<file path="config.mk">
export PLATFORM = sky130hd
export DESIGN_NAME = imem_boot_loader_flat
export DESIGN_NICKNAME = d
export VERILOG_FILES = /design/src/rtl/imem_boot_loader_if.sv /design/src/rtl/imem_boot_loader.sv /design/src/flat_wrapper.sv
export SDC_FILE = /design/constraint.sdc
export NUM_CORES = 1
export LEC_CHECK = 0
export CAP_MARGIN = 5
export CORE_MARGIN = 1
export CORE_UTILIZATION = 50
export CTS_CLUSTER_SIZE = 8
export DETAILED_ROUTE_END_ITERATION = 7
export PLACE_DENSITY = 0.83
export SYNTH_ARGS = -nofsm -noshare
export SYNTH_HDL_FRONTEND = slang
export SYNTH_SLANG_ARGS = --single-unit
</file>
<file path="constraint.sdc">
create_clock -name clk -period 2.11 [get_ports clk]
set_input_delay 0.211 -clock clk [delete_from_list [all_inputs] [get_ports clk]]
set_output_delay 0.211 -clock clk [all_outputs]
set_load 0.02 [all_outputs]
</file>
<file path="src/rtl/imem_boot_loader_if.sv">
// Byte-stream, instruction-memory write and PE-control signals of the boot loader.
// master = stream source / system side, slave = the loader itself.
interface imem_boot_loader_if #(
    parameter int ADDR_WIDTH = 8
);
    logic                  byte_valid;
    logic [7:0]            byte_data;
    logic                  byte_ready;
    logic                  reload;
    logic                  imem_we;
    logic [ADDR_WIDTH-1:0] imem_addr;
    logic [31:0]           imem_wdata;
    logic                  pe_rst_n;
    logic                  load_done;
    logic                  load_err;

    modport master (
        output byte_valid, byte_data, reload,
        input  byte_ready, imem_we, imem_addr, imem_wdata, pe_rst_n, load_done, load_err
    );

    modport slave (
        input  byte_valid, byte_data, reload,
        output byte_ready, imem_we, imem_addr, imem_wdata, pe_rst_n, load_done, load_err
    );
endinterface

</file>
<file path="src/rtl/imem_boot_loader.sv">
// Loads a length-prefixed little-endian program image from a byte stream into the PE
// instruction memory, holding the PE in reset until the whole image has been written.
module imem_boot_loader #(
    parameter int ADDR_WIDTH = 8,
    parameter int IMEM_WORDS = 256
) (
    input  logic                 clk,
    input  logic                 rst,
    imem_boot_loader_if.slave    bus
);
    typedef enum logic [2:0] {
        HDR0 = 3'd0,
        HDR1 = 3'd1,
        DATA = 3'd2,
        RUN  = 3'd3,
        ERR  = 3'd4
    } state_t;

    localparam logic [ADDR_WIDTH:0] WORD_ONE = {{ADDR_WIDTH{1'b0}}, 1'b1};
    localparam logic [15:0]         MAX_N    = 16'(IMEM_WORDS);

    state_t                state_r;
    logic [15:0]           count_r;
    logic [ADDR_WIDTH:0]   word_idx_r;
    logic [1:0]            byte_idx_r;
    logic [31:0]           asm_r;
    logic                  wr_pend_r;

    logic                  xfer_s;
    logic [15:0]           hdr_n_s;
    logic                  last_word_s;

    assign xfer_s      = bus.byte_valid & bus.byte_ready;
    assign hdr_n_s     = {bus.byte_data, count_r[7:0]};
    assign last_word_s = ((16'(word_idx_r) + 16'd1) == count_r);

    // Loader FSM: header parse, word assembly, memory write and PE reset release.
    always_ff @(posedge clk) begin
        if (!rst) begin
            state_r        <= HDR0;
            count_r        <= 16'd0;
            word_idx_r     <= '0;
            byte_idx_r     <= 2'd0;
            asm_r          <= 32'd0;
            wr_pend_r      <= 1'b0;
            bus.byte_ready <= 1'b0;
            bus.imem_we    <= 1'b0;
            bus.imem_addr  <= '0;
            bus.imem_wdata <= 32'd0;
            bus.pe_rst_n   <= 1'b0;
            bus.load_done  <= 1'b0;
            bus.load_err   <= 1'b0;
        end else begin
            bus.imem_we <= 1'b0;
            case (state_r)
                HDR0: begin
                    bus.byte_ready <= 1'b1;
                    if (xfer_s) begin
                        count_r[7:0] <= bus.byte_data;
                        state_r      <= HDR1;
                    end
                end
                HDR1: begin
                    if (xfer_s) begin
                        count_r <= hdr_n_s;
                        if ((hdr_n_s == 16'd0) || (hdr_n_s > MAX_N)) begin
                            state_r        <= ERR;
                            bus.byte_ready <= 1'b0;
                            bus.load_err   <= 1'b1;
                        end else begin
                            state_r    <= DATA;
                            word_idx_r <= '0;
                            byte_idx_r <= 2'd0;
                            wr_pend_r  <= 1'b0;
                        end
                    end
                end
                DATA: begin
                    // The write of a completed word lags its 4th byte by one edge,
                    // so asm_r can already be collecting the next word meanwhile.
                    if (wr_pend_r) begin
                        wr_pend_r      <= 1'b0;
                        bus.imem_we    <= 1'b1;
                        bus.imem_addr  <= word_idx_r[ADDR_WIDTH-1:0];
                        bus.imem_wdata <= asm_r;
                        word_idx_r     <= word_idx_r + WORD_ONE;
                        if (last_word_s) begin
                            state_r        <= RUN;
                            bus.byte_ready <= 1'b0;
                        end
                    end
                    if (xfer_s && !(wr_pend_r && last_word_s)) begin
                        asm_r      <= {bus.byte_data, asm_r[31:8]};
                        byte_idx_r <= byte_idx_r + 2'd1;
                        if (byte_idx_r == 2'd3) begin
                            wr_pend_r <= 1'b1;
                        end
                    end
                end
                RUN: begin
                    if (bus.reload) begin
                        state_r       <= HDR0;
                        bus.pe_rst_n  <= 1'b0;
                        bus.load_done <= 1'b0;
                    end else begin
                        bus.pe_rst_n  <= 1'b1;
                        bus.load_done <= 1'b1;
                    end
                end
                ERR: begin
                    if (bus.reload) begin
                        state_r      <= HDR0;
                        bus.load_err <= 1'b0;
                    end else begin
                        bus.load_err <= 1'b1;
                    end
                end
                default: begin
                    state_r        <= HDR0;
                    bus.byte_ready <= 1'b0;
                    bus.pe_rst_n   <= 1'b0;
                    bus.load_done  <= 1'b0;
                    bus.load_err   <= 1'b0;
                end
            endcase
        end
    end
endmodule

</file>
<file path="src/flat_wrapper.sv">
// flat-port wrapper written by rule: the top's interface ports become plain ports
module imem_boot_loader_flat 
#(
    parameter int ADDR_WIDTH = 8,
    parameter int IMEM_WORDS = 256
)
  (clk, rst, bus_byte_valid, bus_byte_data, bus_reload, bus_byte_ready, bus_imem_we, bus_imem_addr, bus_imem_wdata, bus_pe_rst_n, bus_load_done, bus_load_err);
  imem_boot_loader_if #(.ADDR_WIDTH(ADDR_WIDTH)) bus_i ();
  input  logic clk;
  input  logic rst;
  input wire logic [$bits(bus_i.byte_valid)-1:0] bus_byte_valid;
  input wire logic [$bits(bus_i.byte_data)-1:0] bus_byte_data;
  input wire logic [$bits(bus_i.reload)-1:0] bus_reload;
  output wire logic [$bits(bus_i.byte_ready)-1:0] bus_byte_ready;
  output wire logic [$bits(bus_i.imem_we)-1:0] bus_imem_we;
  output wire logic [$bits(bus_i.imem_addr)-1:0] bus_imem_addr;
  output wire logic [$bits(bus_i.imem_wdata)-1:0] bus_imem_wdata;
  output wire logic [$bits(bus_i.pe_rst_n)-1:0] bus_pe_rst_n;
  output wire logic [$bits(bus_i.load_done)-1:0] bus_load_done;
  output wire logic [$bits(bus_i.load_err)-1:0] bus_load_err;
  assign bus_i.byte_valid = bus_byte_valid;
  assign bus_i.byte_data = bus_byte_data;
  assign bus_i.reload = bus_reload;
  assign bus_byte_ready = bus_i.byte_ready;
  assign bus_imem_we = bus_i.imem_we;
  assign bus_imem_addr = bus_i.imem_addr;
  assign bus_imem_wdata = bus_i.imem_wdata;
  assign bus_pe_rst_n = bus_i.pe_rst_n;
  assign bus_load_done = bus_i.load_done;
  assign bus_load_err = bus_i.load_err;
  imem_boot_loader #(.ADDR_WIDTH(ADDR_WIDTH), .IMEM_WORDS(IMEM_WORDS)) u_core (.clk(clk), .rst(rst), .bus(bus_i));
endmodule
</file>
======== Yosys cells after proc, flatten, opt, wreduce, memory -nomap -nowiden ========
Index checks and enable logic that the tools add are counted.
word-level totals
  output and inout port bits .............. 45
  flip-flop bits (word level) ............. 107
  bits of input ports ..................... 12
cells by class
  equal/unequal tests ..................... 14
  bitwise gates (word level) .............. 4
  magnitude comparators ................... 1
  reductions and logical operators ........ 21
  add/subtract/negate cells ............... 3
  muxes and demuxes ....................... 33
operator list
  operator              number
  $mux 9                3
  $mux 3                6
  $pmux 9 s2            1
  $eq 16x16->1          1
  $gt 16x9->1 const B   1
  $logic_not 16->1      1
  $pmux 8 s2            1
  $ne 2x1->1 const B    7
  $mux 1                12
  $pmux 3 s4            1
  $add 9x1->10 const B  1
  $reduce_and 5->1      2
  $add 9x1->9 const B   1
  $reduce_and 3->1      3
  $mux 8                1
  $reduce_and 2->1      4
  $reduce_and 4->1      2
  $eq 3x2->1 const B    2
  $mux 2                3
  $pmux 1 s2            2
  $pmux 1 s4            1
  $pmux 2 s2            1
  $reduce_or 4->1       1
  $eq 3x1->1 const B    1
  other kinds (14)      17

======== Logic depth before layout (Yosys ltp) ========
Gate-level depths: netlist (run 1).
  depth after elaboration ................. 7
  depth in mapped cells ................... 10

======== Worst setup path after synthesis (run 1) ========
OpenSTA, ideal clock, no wires.
  kind .................................... reg2reg
  start ................................... register u_core.word_idx_r[0]
  end ..................................... register u_core.byte_idx_r[0]
  path buffers ............................ 2
  setup slack ............................. -0.109 ns
  arrival ................................. 2.100 ns
  stages on the path, launching flop included .. 10
  data required time ...................... 1.992 ns
  library setup time ...................... 0.118 ns
  cell sequence ........................... dfxtp_1 ha_1 and3_1 nand3_1 or3_1 a211oi_2 a21oi_1 buf_6 buf_8 o2bb2ai_1
on the way
  cells in the longest elaborated chain, start to end .. 7
ends and longest elaborated chain
  item                        RTL line                source
  start, declared             imem_boot_loader.sv:24  logic [ADDR_WIDTH:0] word_idx_r;
  start signal, assigned      imem_boot_loader.sv:86  word_idx_r <= word_idx_r + WORD_ONE;
  $add 9x1->10                imem_boot_loader.sv:35  assign last_word_s = ((16'(word_idx_r) + 16'd1) == count_r);
  $eq 16x16->1                imem_boot_loader.sv:35
  $logic_and 1x1->1           imem_boot_loader.sv:92  if (xfer_s && !(wr_pend_r && last_word_s)) begin
  $logic_not 1->1             imem_boot_loader.sv:92
  $logic_and 1x1->1           imem_boot_loader.sv:92
  $ne 2x1->1 (no line)        n/a
  $reduce_and 4->1 (no line)  n/a
  end signal, assigned        imem_boot_loader.sv:94  byte_idx_r <= byte_idx_r + 2'd1;
  end, declared               imem_boot_loader.sv:25  logic [1:0] byte_idx_r;
Every way passes these cells.
A chain may end at the register's enable or synchronous reset.

======== Final worst setup path (run 1) ========
  start ................................... register u_core.count_r[15]
  end ..................................... register u_core.asm_r[15]
on the way
  cells in the longest elaborated chain, start to end .. 5
ends and longest elaborated chain
  item                        RTL line                source
  start, declared             imem_boot_loader.sv:23  logic [15:0] count_r;
  start signal, assigned      imem_boot_loader.sv:65  count_r <= hdr_n_s;
  $eq 16x16->1                imem_boot_loader.sv:35
  $logic_and 1x1->1           imem_boot_loader.sv:92
  $logic_not 1->1             imem_boot_loader.sv:92
  $logic_and 1x1->1           imem_boot_loader.sv:92
  $reduce_and 2->1 (no line)  n/a
  end signal, assigned        imem_boot_loader.sv:93  asm_r <= {bus.byte_data, asm_r[31:8]};
  end, declared               imem_boot_loader.sv:26  logic [31:0] asm_r;
Every way passes these cells.

==> impl_metrics.yaml, run 1 <==
outcome:
  status: "finished with violations"
  violations: "DRC, setup timing"
cells_and_area:
  nets: 606
  finalInstanceArea_um2: 5800
  area_growth_pct: 26.9
  final_cell_mix: "145 x nand2_1, 101 x dfxtp_1, 55 x clkdlybuf4s50_1"
  layout-drive-gt1-share: 0.152
  fin_util: 0.658
  final_cells: 705
  nFillCells: 670
  diodes: 0
  layout_commonest_cell: "nand2_1"
yosys:
  syn_avg_cell_area_um2: 8.77
  syn_area_um2: 4570
  synth-edff-count: 0
  synth_warnings: 0
  synthArstFlopShare: 0
  synthesis.nets: 535
  postSynthCellCount: 521
  synth_top_area_cell: "dfxtp_1"
  synth-main-ff-cell: "dfxtp_1"
  synth_seq_cells: 107
  synth_seq_area_share: 0.469
  synth_cell_types: 47
  yosys-top-cells-area: "dfxtp_1 47%, nand2_1 12%, mux2i_1 8.8%"
  synth_top_area_frac: 0.469
clock_network:
  clock_path_buffers: 2
  clkSlewWorstSetupHoldPaths_ps: 120
  numCtsBuffers: 9
  postCtsHoldBufs: 0
  clock_sinks: 107
  clkLatencyLatePin_ps: 380
  htree_levels: 3
  root_buffer: "clkbuf_8"
  cts_tree: "done"
critical_path:
  cp_max_fo: 13
  critical_path_buf_inv_count: 1
  cp-start-kind: "flip-flop"
  crit_required_ps: 2390
  crit_path_end_kind: "flip-flop"
  path_class: "flip-flop to flip-flop"
  r2r_cells: 7
  r2r_end: "u_core.asm_r[15]"
  cp_data_arrival_time_ps: 2410
  max_stage_delay_ps: 550
  crit_chain: "or4b_4 -> nor3_2 -> nand4_1 -> a211oi_4 -> a21oi_4 -> buf_12 -> mux2i_2"
  regToRegStartpoint: "u_core.count_r[15]"
  r2r_slack_ps: -20
  crit_path_top_delay_cell: "or4b_4"
  critPathTopFamily: "simple AND/OR/NAND/NOR gates"
die:
  core_um2: 8810
  num_rows: 34
  chipWidth_um: 97.6
  initial_core_util: 0.519
  die_h_um: 97.6
  io-pin-count: 57
  dieArea_um2: 9530
sta:
  max_freq_ghz: 0.470
  setup_viol: 14
  post-route-period-util: 1.01
  slew_headroom: 0.664
  clock_skew_ps: 13.3
  rsz0062_at_grt: "true"
  drv_slew: 0
  fin_ws_ps: -17.9
  worst_pin_slew_ps: 504
  fin_crit_ps: 2130
  hold_viol_final: 0
route:
  drt-initial-drc-count: 253
  postRouteAntennaNets: 0
  postRouteWirelength_mm: 11.3
  vias: 3990
  drc: 8
  dr.pass1.iters: 8
  routedWlPerCell_um: 16.1
  via_per_inst: 5.66
worst_hold_path:
  hp-start: "rst"
  hold_path_end: "u_core.asm_r[7]"
  hold_path_class: "primary input to flip-flop"
  holdPathStages: 3
pwr:
  p_comb_frac: 0.066
  switchingPower_uw: 921
  ir_worst_vdd_uv: 452
  power_frac_seq: 0.578
  p_sw_frac: 0.261
  intPower_mw: 2.61
  pwr-share-clk: 0.355
  p_leak_nw: 2.00
  power.total_mw: 3.54
  powerDensity_nw_per_um2: 610
place:
  port_buffers: 56
  dp_cells: 685
  gp_congestion: 0.899
  placed_area_um2: 5430
  place_hpwl_mm: 7.56
grt:
  grt.overflow.total: 0
  grt_pass1_wl_mm: 18.3
  grt_max_degree: 47
  grt_pass1_vias: 3874
  grt.total_usage: 0.239
  antenna_found_initial: 0
flow_run:
  maxCapViolCount: 0
-- power by group through the flow --
stage	clock (mW)	sequential [mW]	combinational, mW
after floorplan	0	2.09	0.119
after global placement	0	2.09	0.215
after detailed placement	0	2.09	0.219
after CTS	1.27	2.04	0.223
after global routing	1.35	2.05	0.253
final	1.26	2.04	0.235
-- worst min-delay path, cell delays in order --
cell     delay (ps)
buf_2           260
nand2_1         130
mux2i_1          50
-- metal layers --
| metal | track usage | vias up | part of all wire |
|---|---|---|---|
| met2 | 0.406 | 138 | 0.50 |
| met1 | 0.285 | 1900 | 0.42 |
| li1 | - | 1915 | - |
| met4 | 0.129 | 0 | 0.032 |
| met3 | 0.0439 | 37 | 0.054 |
| met5 | 0 | - | 0 |
-- worst max path at each step --
stage / from / endpoint / slack, ps / cells after the start
2_1_floorplan: u_core.word_idx_r[0] / u_core.byte_idx_r[0] / 10 / 9
3_3_place_gp: bus_byte_data[7] / u_core.word_idx_r[4] / -120 / 8
3_5_place_dp: bus_byte_data[7] / u_core.byte_idx_r[0] / -240 / 8
4_1_cts: u_core.word_idx_r[1] / u_core.byte_idx_r[1] / 2 / 9
5_1_grt: u_core.count_r[15] / u_core.asm_r[10] / -70 / 7
6_report: u_core.count_r[15] / u_core.asm_r[15] / -20 / 7
-- Yosys cell counts, drive strengths merged, types with 8 or more instances --
cell type	number
nor2	14
nand3	16
buf	9
nor2b	11
dfxtp	107
xnor2	8
a21boi	51
nand2	145
mux2i	40
clkbuf	31
o21ai	12
a21oi	11
a31oi	8
-- through the flow --
step / hold slack [ps] / setup TNS (ps) / worst slack [ps]
after global routing: 352 / -1200 / -73.3
after global placement: 449 / -1020 / -122
after detailed placement: 451 / -2240 / -241
final: 318 / -107 / -17.9
after floorplan: 353 / 0 / 12.9
after CTS: 311 / 0 / 1.58
-- sequential cells by signal, summed over array words and instances (netlist names) --
| name | count |
|---|---|
| u_core.bus.load_err | 1 |
| u_core.word_idx_r | 9 |
| u_core.state_r | 3 |
| u_core.bus.imem_we | 1 |
| u_core.byte_idx_r | 2 |
| u_core.count_r | 16 |
| u_core.bus.byte_ready | 1 |
| u_core.bus.pe_rst_n | 1 |
| u_core.bus.imem_addr | 8 |
| u_core.wr_pend_r | 1 |
| u_core.bus.imem_wdata | 32 |
| u_core.asm_r | 32 |
-- final cells by class --
cell class | instances | area (um^2) | area share
clock buffers | 9 | 124 | 0.0214
clock inverters | 7 | 78.8 | 0.0136
well taps | 108 | 135 | 0.0233
repair buffers | 100 | 957 | 0.165
flip-flops and latches | 107 | 2150 | 0.372
inverters | 2 | 7.51 | 0.00129
multi-input cells | 372 | 2340 | 0.404
-- logic make-up (layout without fill, tap and decap cells) --
kind of cell / count (synthesis) / in the layout / synth area share
fa+ha+maj: 2 / 2 / 0.00547
simple gates: 221 / 221 / 0.215
xor+xnor: 12 / 12 / 0.0230
buf+inv: 42 / 118 / 0.0509
compound gates: 97 / 97 / 0.149
mux: 40 / 40 / 0.0876
flops: 107 / 107 / 0.469
-- timing repair --
action,4_1_cts,5_1_grt
setup buffers,4,0
resized for setup,14,16
pin swaps,6,2
cloned,1,0
setup endpoints to repair,35,41
Note: power is estimated with default switching activity, not from simulation.
==> run 2, diff against run 1 <==
--- a/config.mk
+++ b/config.mk
@@ -5,7 +5,7 @@
 export SDC_FILE = /design/constraint.sdc
 export NUM_CORES = 1
 export LEC_CHECK = 0
-export CAP_MARGIN = 5
+export CAP_MARGIN = 15
 export CORE_MARGIN = 1
 export CORE_UTILIZATION = 50
 export CTS_CLUSTER_SIZE = 8
==> results of run 2 <==
No change in the layout: final DEF, timing and power equal those of run 1.
==> variant 1: new RTL, config.mk and constraints of run 2 <==
`ADDR_WIDTH` is set to 8 in 3 places; all go to 7.
--- a/src/rtl/imem_boot_loader_if.sv
+++ b/src/rtl/imem_boot_loader_if.sv
@@ -1,7 +1,7 @@
 // Byte-stream, instruction-memory write and PE-control signals of the boot loader.
 // master = stream source / system side, slave = the loader itself.
 interface imem_boot_loader_if #(
-    parameter int ADDR_WIDTH = 8
+    parameter int ADDR_WIDTH = 7
 );
     logic                  byte_valid;
     logic [7:0]            byte_data;
--- a/src/rtl/imem_boot_loader.sv
+++ b/src/rtl/imem_boot_loader.sv
@@ -1,7 +1,7 @@
 // Loads a length-prefixed little-endian program image from a byte stream into the PE
 // instruction memory, holding the PE in reset until the whole image has been written.
 module imem_boot_loader #(
-    parameter int ADDR_WIDTH = 8,
+    parameter int ADDR_WIDTH = 7,
     parameter int IMEM_WORDS = 256
 ) (
     input  logic                 clk,
--- a/src/flat_wrapper.sv
+++ b/src/flat_wrapper.sv
@@ -1,7 +1,7 @@
 // flat-port wrapper written by rule: the top's interface ports become plain ports
 module imem_boot_loader_flat 
 #(
-    parameter int ADDR_WIDTH = 8,
+    parameter int ADDR_WIDTH = 7,
     parameter int IMEM_WORDS = 256
 )
   (clk, rst, bus_byte_valid, bus_byte_data, bus_reload, bus_byte_ready, bus_imem_we, bus_imem_addr, bus_imem_wdata, bus_pe_rst_n, bus_load_done, bus_load_err);
Ports: changed (resized bus_imem_addr); port bits go from 57 to 56. No check against the original RTL was run, so the function may have changed too.
==> variant 1 against run 2 <==
- setup slack better by 0.091 ns
- wire length down 13%
- area after synthesis down 5.6%
- global-route usage down 0.55 points
- combinational power down 6%
- highest routed layer unchanged
- sequential cell count down 2
- core utilization down 1.5 points
- design area down 7.9%
- critical path type unchanged
- power down 2.3%
- largest cell class is now flip-flops and latches
- via count down 7.3%
- count of clock-buffer cells in the layout up 1
- worst hold slack better by 0.14 ns
==> variant 1: results (changes against run 2) <==
<table>
<tr><th>Metric</th><th>Value</th></tr>
<tr><th colspan="2">Run status</th></tr>
<tr><td>Result of the run</td><td>finished, final reports clean</td></tr>
<tr><th colspan="2">Route</th></tr>
<tr><td>Post-detailed-route via-to-cell ratio</td><td>5.48 (-3.2%)</td></tr>
<tr><td>Starting DRC count in detailed routing</td><td>226 (-11%)</td></tr>
<tr><td>Post-detailed-route wirelength per cell</td><td>14.5 um (-9.6%)</td></tr>
<tr><td>First-pass DRT Iterations</td><td>4 (-4)</td></tr>
<tr><th colspan="2">Setup path</th></tr>
<tr><td>Worst Path Arrival</td><td>2.32 ns (-0.09 ns)</td></tr>
<tr><td>Launch point of the critical path</td><td>u_core.word_idx_r[0]</td></tr>
<tr><td>R2R setup slack</td><td>0.07 ns (+0.09 ns)</td></tr>
<tr><td>Cell with the biggest individual delay on the critical path</td><td>or3_4</td></tr>
<tr><th colspan="2">Min path</th></tr>
<tr><td>Startpoint of the lowest-slack hold path</td><td>u_core.bus.imem_addr[5]</td></tr>
<tr><td>Hold endpoint</td><td>u_core.bus.imem_addr[5]</td></tr>
<tr><td>Number of cells traversed by the worst hold path</td><td>2 (-1)</td></tr>
<tr><th colspan="2">Clock network</th></tr>
<tr><td>Number of buffers inserted to repair setup after CTS</td><td>0 (-4)</td></tr>
<tr><th colspan="2">Place</th></tr>
<tr><td>Area post-placement</td><td>5090 um^2 (-6.3%)</td></tr>
<tr><td>Post-detail-place hpwl</td><td>7010 um (-7.3%)</td></tr>
<tr><th colspan="2">Synthesis</th></tr>
<tr><td>Compound-cell area share of the yosys netlist</td><td>0.110 (-0.0395)</td></tr>
<tr><td>Top area cells in the synthesized netlist</td><td>dfxtp_1 49%, nand2_1 11%, mux2i_1 11%, a21oi_1 6.1%, nor2_1 3.2%</td></tr>
<tr><td>Top cells by instance count after synthesis</td><td>132 x nand2_1, 105 x dfxtp_1, 53 x a21oi_1</td></tr>
<tr><td>Distinct cell type count after synthesis</td><td>48 (+2.1%)</td></tr>
<tr><td>Nets in the synthesized netlist</td><td>516 (-3.6%)</td></tr>
<tr><td>Mux cell area share after synthesis</td><td>0.111 (+0.0238)</td></tr>
<tr><th colspan="2">Layout</th></tr>
<tr><td>Share of final-layout standard cells stronger than drive strength 1</td><td>0.121 (-0.0314)</td></tr>
<tr><th colspan="2">Global routing</th></tr>
<tr><td>Met3 global-route usage</td><td>0.0370 (-0.00685)</td></tr>
<tr><td>GRT Resource Usage Total</td><td>0.233 (-0.00545)</td></tr>
<tr><td>Met1 Use GR</td><td>0.318 (+0.0326)</td></tr>
<tr><th colspan="2">STA</th></tr>
<tr><td>Rel. slew slack</td><td>0.587 (-0.0775)</td></tr>
</table>
==> variant 1: cell count changes in the layout (fill, tap and decap cells not counted), sizes merged, moves of 4 or more <==
| cell | run 2 | this run |
|---|---|---|
| a21boi | 51 | 0 |
| a21oi | 11 | 53 |
| nor2 | 14 | 38 |
| buf | 44 | 33 |
| nand2 | 145 | 134 |
| nor2b | 11 | 1 |
| mux2i | 40 | 48 |
| nand3 | 16 | 8 |
| and2 | 5 | 1 |
==> variant 1: report_power, final <==
| part | switching (mW) | total (mW) | leakage (nW) | internal (mW) |
|---|---|---|---|---|
| Sequential | 0.0156 | 2.02 | 0.848 | 2.00 |
| Clock | 0.729 | 1.22 | 0.0991 | 0.488 |
| Combinational | 0.122 | 0.221 | 1.18 | 0.0984 |
| Total | 0.867 | 3.45 | 2.13 | 2.59 |
==> variant 1: area by class of cell <==
type	count	area, um^2
multi-input combinational	357	2070
clock inverter	6	60.1
inverter	4	15.0
tap	105	131
timing repair buffer	88	823
sequential	105	2100
fill	657	2960
clock buffer	10	138
==> variant 2: new RTL, settings of run 2 <==
Made on the original files. Encoding of `state_t`: now one-hot (5 bits for 5 states).
--- a/src/rtl/imem_boot_loader.sv
+++ b/src/rtl/imem_boot_loader.sv
@@ -8,12 +8,12 @@
     input  logic                 rst,
     imem_boot_loader_if.slave    bus
 );
-    typedef enum logic [2:0] {
-        HDR0 = 3'd0,
-        HDR1 = 3'd1,
-        DATA = 3'd2,
-        RUN  = 3'd3,
-        ERR  = 3'd4
+    typedef enum logic [4:0] {
+        HDR0 = 5'b00001,
+        HDR1 = 5'b00010,
+        DATA = 5'b00100,
+        RUN  = 5'b01000,
+        ERR  = 5'b10000
     } state_t;
 
     localparam logic [ADDR_WIDTH:0] WORD_ONE = {{ADDR_WIDTH{1'b0}}, 1'b1};
Formal check against the unedited RTL: same outputs for any inputs over 10 cycles, from zero or initial values and one cycle with rst low; not proved beyond that.
==> variant 2 against run 2 <==
- design area grew 12%
- core utilization decreased by 0.072 points
- setup slack got worse by 0.0066 ns
- wire length is 25% higher
- power shrank 0.83%
- the flow finishes with violations (setup timing)
- non-clock buffer count grew 6
- die area up 13%
- largest power group unchanged
- final cell count increased by 19%
- worst hold slack lost 0.060 ns
- area after synthesis rose by 14%
- sequential cell count grew 2
- sequential share of layout area decreased by 3.6 points
==> variant 2: results (changes against run 2) <==
<table>
<tr><th>Metric</th><th>Value</th></tr>
<tr><th colspan="2">STA</th></tr>
<tr><td>Worst setup margin</td><td>-0.0244 ns (-0.00656 ns)</td></tr>
<tr><td>TNS Setup</td><td>-0.161 ns (-0.0547 ns)</td></tr>
<tr><td>Actual slew at the worst max-slew pin</td><td>0.489 ns (-0.0147 ns)</td></tr>
<tr><td>Worst hold slack</td><td>0.258 ns (-0.0597 ns)</td></tr>
<tr><td>Total of endpoints with negative setup slack in the final report</td><td>13 (-1)</td></tr>
<tr><td>Clock tree skew after final layout</td><td>0.0135 ns (+0.000129 ns)</td></tr>
<tr><th colspan="2">Route</th></tr>
<tr><td>First-pass DRT Iterations</td><td>5 (-3)</td></tr>
<tr><td>Starting DRC count in detailed routing</td><td>528 (+110%)</td></tr>
<tr><td>Post-detailed-route via-to-cell ratio</td><td>6.08 (+7.5%)</td></tr>
<tr><td>Final wirelength</td><td>14200 um (+25%)</td></tr>
<tr><th colspan="2">Place</th></tr>
<tr><td>Setup slack after placement</td><td>-0.0607 ns (+0.180 ns)</td></tr>
<tr><td>Weighted congestion reported at the end of routability-driven placement</td><td>0.893 (-0.63%)</td></tr>
<tr><th colspan="2">Global routing</th></tr>
<tr><td>Maximum number of pins on one net before global-route repair</td><td>58 (+23%)</td></tr>
<tr><td>GRT Resource Usage Total</td><td>0.249 (+0.0100)</td></tr>
<tr><td>Global routing met2 resource utilization</td><td>0.390 (-0.0164)</td></tr>
<tr><td>Met3 global-route usage</td><td>0.0326 (-0.0113)</td></tr>
<tr><td>Met1 Use GR</td><td>0.342 (+0.0569)</td></tr>
<tr><th colspan="2">Run status</th></tr>
<tr><td>Result of the run</td><td>finished, violations left</td></tr>
<tr><td>Violations in the final reports</td><td>setup timing</td></tr>
<tr><th colspan="2">Layout</th></tr>
<tr><td>Number of standard cells in the layout, taps in and fillers out</td><td>840 (+19%)</td></tr>
<tr><td>Number of nets at the end of the flow</td><td>716 (+18%)</td></tr>
<tr><td>Share of final-layout standard cells stronger than drive strength 1</td><td>0.144 (-0.00816)</td></tr>
<tr><th colspan="2">Synthesis</th></tr>
<tr><td>Post-Synthesis Cells</td><td>641 (+23%)</td></tr>
<tr><td>Distinct cell type count after synthesis</td><td>57 (+21%)</td></tr>
<tr><td>Share of synthesized area occupied by flip-flops and latches</td><td>0.421 (-0.0481)</td></tr>
<tr><td>Nets in the synthesized netlist</td><td>655 (+22%)</td></tr>
<tr><td>Top area cells in the synthesized netlist</td><td>dfxtp_1 42%, nand2_1 11%, o311ai_1 5.6%, a21oi_1 5.5%, nor2_1 4.3%</td></tr>
<tr><th colspan="2">Power and ir drop</th></tr>
<tr><td>Largest voltage drop on the vdd net</td><td>0.000372 V (-18%)</td></tr>
<tr><th colspan="2">Setup path</th></tr>
<tr><td>Worst Path Arrival</td><td>2.38 ns (-0.03 ns)</td></tr>
</table>
variant 2: path summary, 6_finish.rpt:
kind	startpoint	end	cells after the start
setup / recovery	u_core.word_idx_r[0]	u_core.asm_r[0]	9
hold / removal	rst	u_core.state_r[0]	2
setup reg to reg	u_core.word_idx_r[0]	u_core.asm_r[0]	9
hold reg to reg	u_core.bus.imem_wdata[11]	u_core.bus.imem_wdata[11]	2
variant 2: worst max-delay path, cell delays in order (launching register included):
cell       delay [ns]
dfxtp_2          0.37
ha_4             0.19
nand3_4          0.11
and3b_2          0.25
nor4_4           0.37
nand4_4          0.17
buf_12           0.20
clkbuf_16        0.17
nand2_1          0.08
o311ai_1         0.10
variant 2: cell families (layout without fill, tap and decap cells):
| group | count (synthesis) | after routing | synth area share |
|---|---|---|---|
| muxes | 17 | 17 | 0.0328 |
| AOI/OAI and AO/OA | 150 | 150 | 0.205 |
| DFF | 109 | 109 | 0.421 |
| xor gates and xnor gates | 15 | 15 | 0.0253 |
| adders and majority gates | 2 | 2 | 0.00482 |
| and+or+nand+nor | 289 | 289 | 0.259 |
| buffers and inverters | 59 | 125 | 0.0526 |
variant 2: where the power goes:
group          switching, mW  internal [mW]
Clock                  0.716          0.434
Combinational          0.157          0.113
Sequential            0.0158           2.07
variant 2: layer usage:
layer,up-vias,share of wire
li1,2418,-
met1,2366,0.42
met2,288,0.47
met3,37,0.082
met4,0,0.021
met5,-,0
variant 2: final cells by class:
type / instances / area, um^2
Fill cell: 778 / 3390
Multi-Input combinational cell: 473 / 2870
Sequential cell: 109 / 2190
Timing Repair Buffer: 106 / 1110
Tap cell: 133 / 166
Clock buffer: 11 / 131
Clock inverter: 5 / 36.3
Inverter: 3 / 11.3
variant 2: through the flow:
| stage | util | total power [mW] |
|---|---|---|
| after global routing | 0.658 | 3.62 |
| after floorplan | - | 2.28 |
| after detailed placement | 0.610 | 2.38 |
| final | 0.658 | 3.51 |
| after CTS | 0.638 | 3.49 |
| after global placement | 0.610 | 2.38 |
variant 2: timing repair:
item / CTS / global route
pin swaps: 5 / 7
resized for setup: 11 / 19
endpoints found under the setup margin: 23 / 50
cloned: 2 / 3
buffers inserted: 1 / 3
hold buffers: 0 / 0
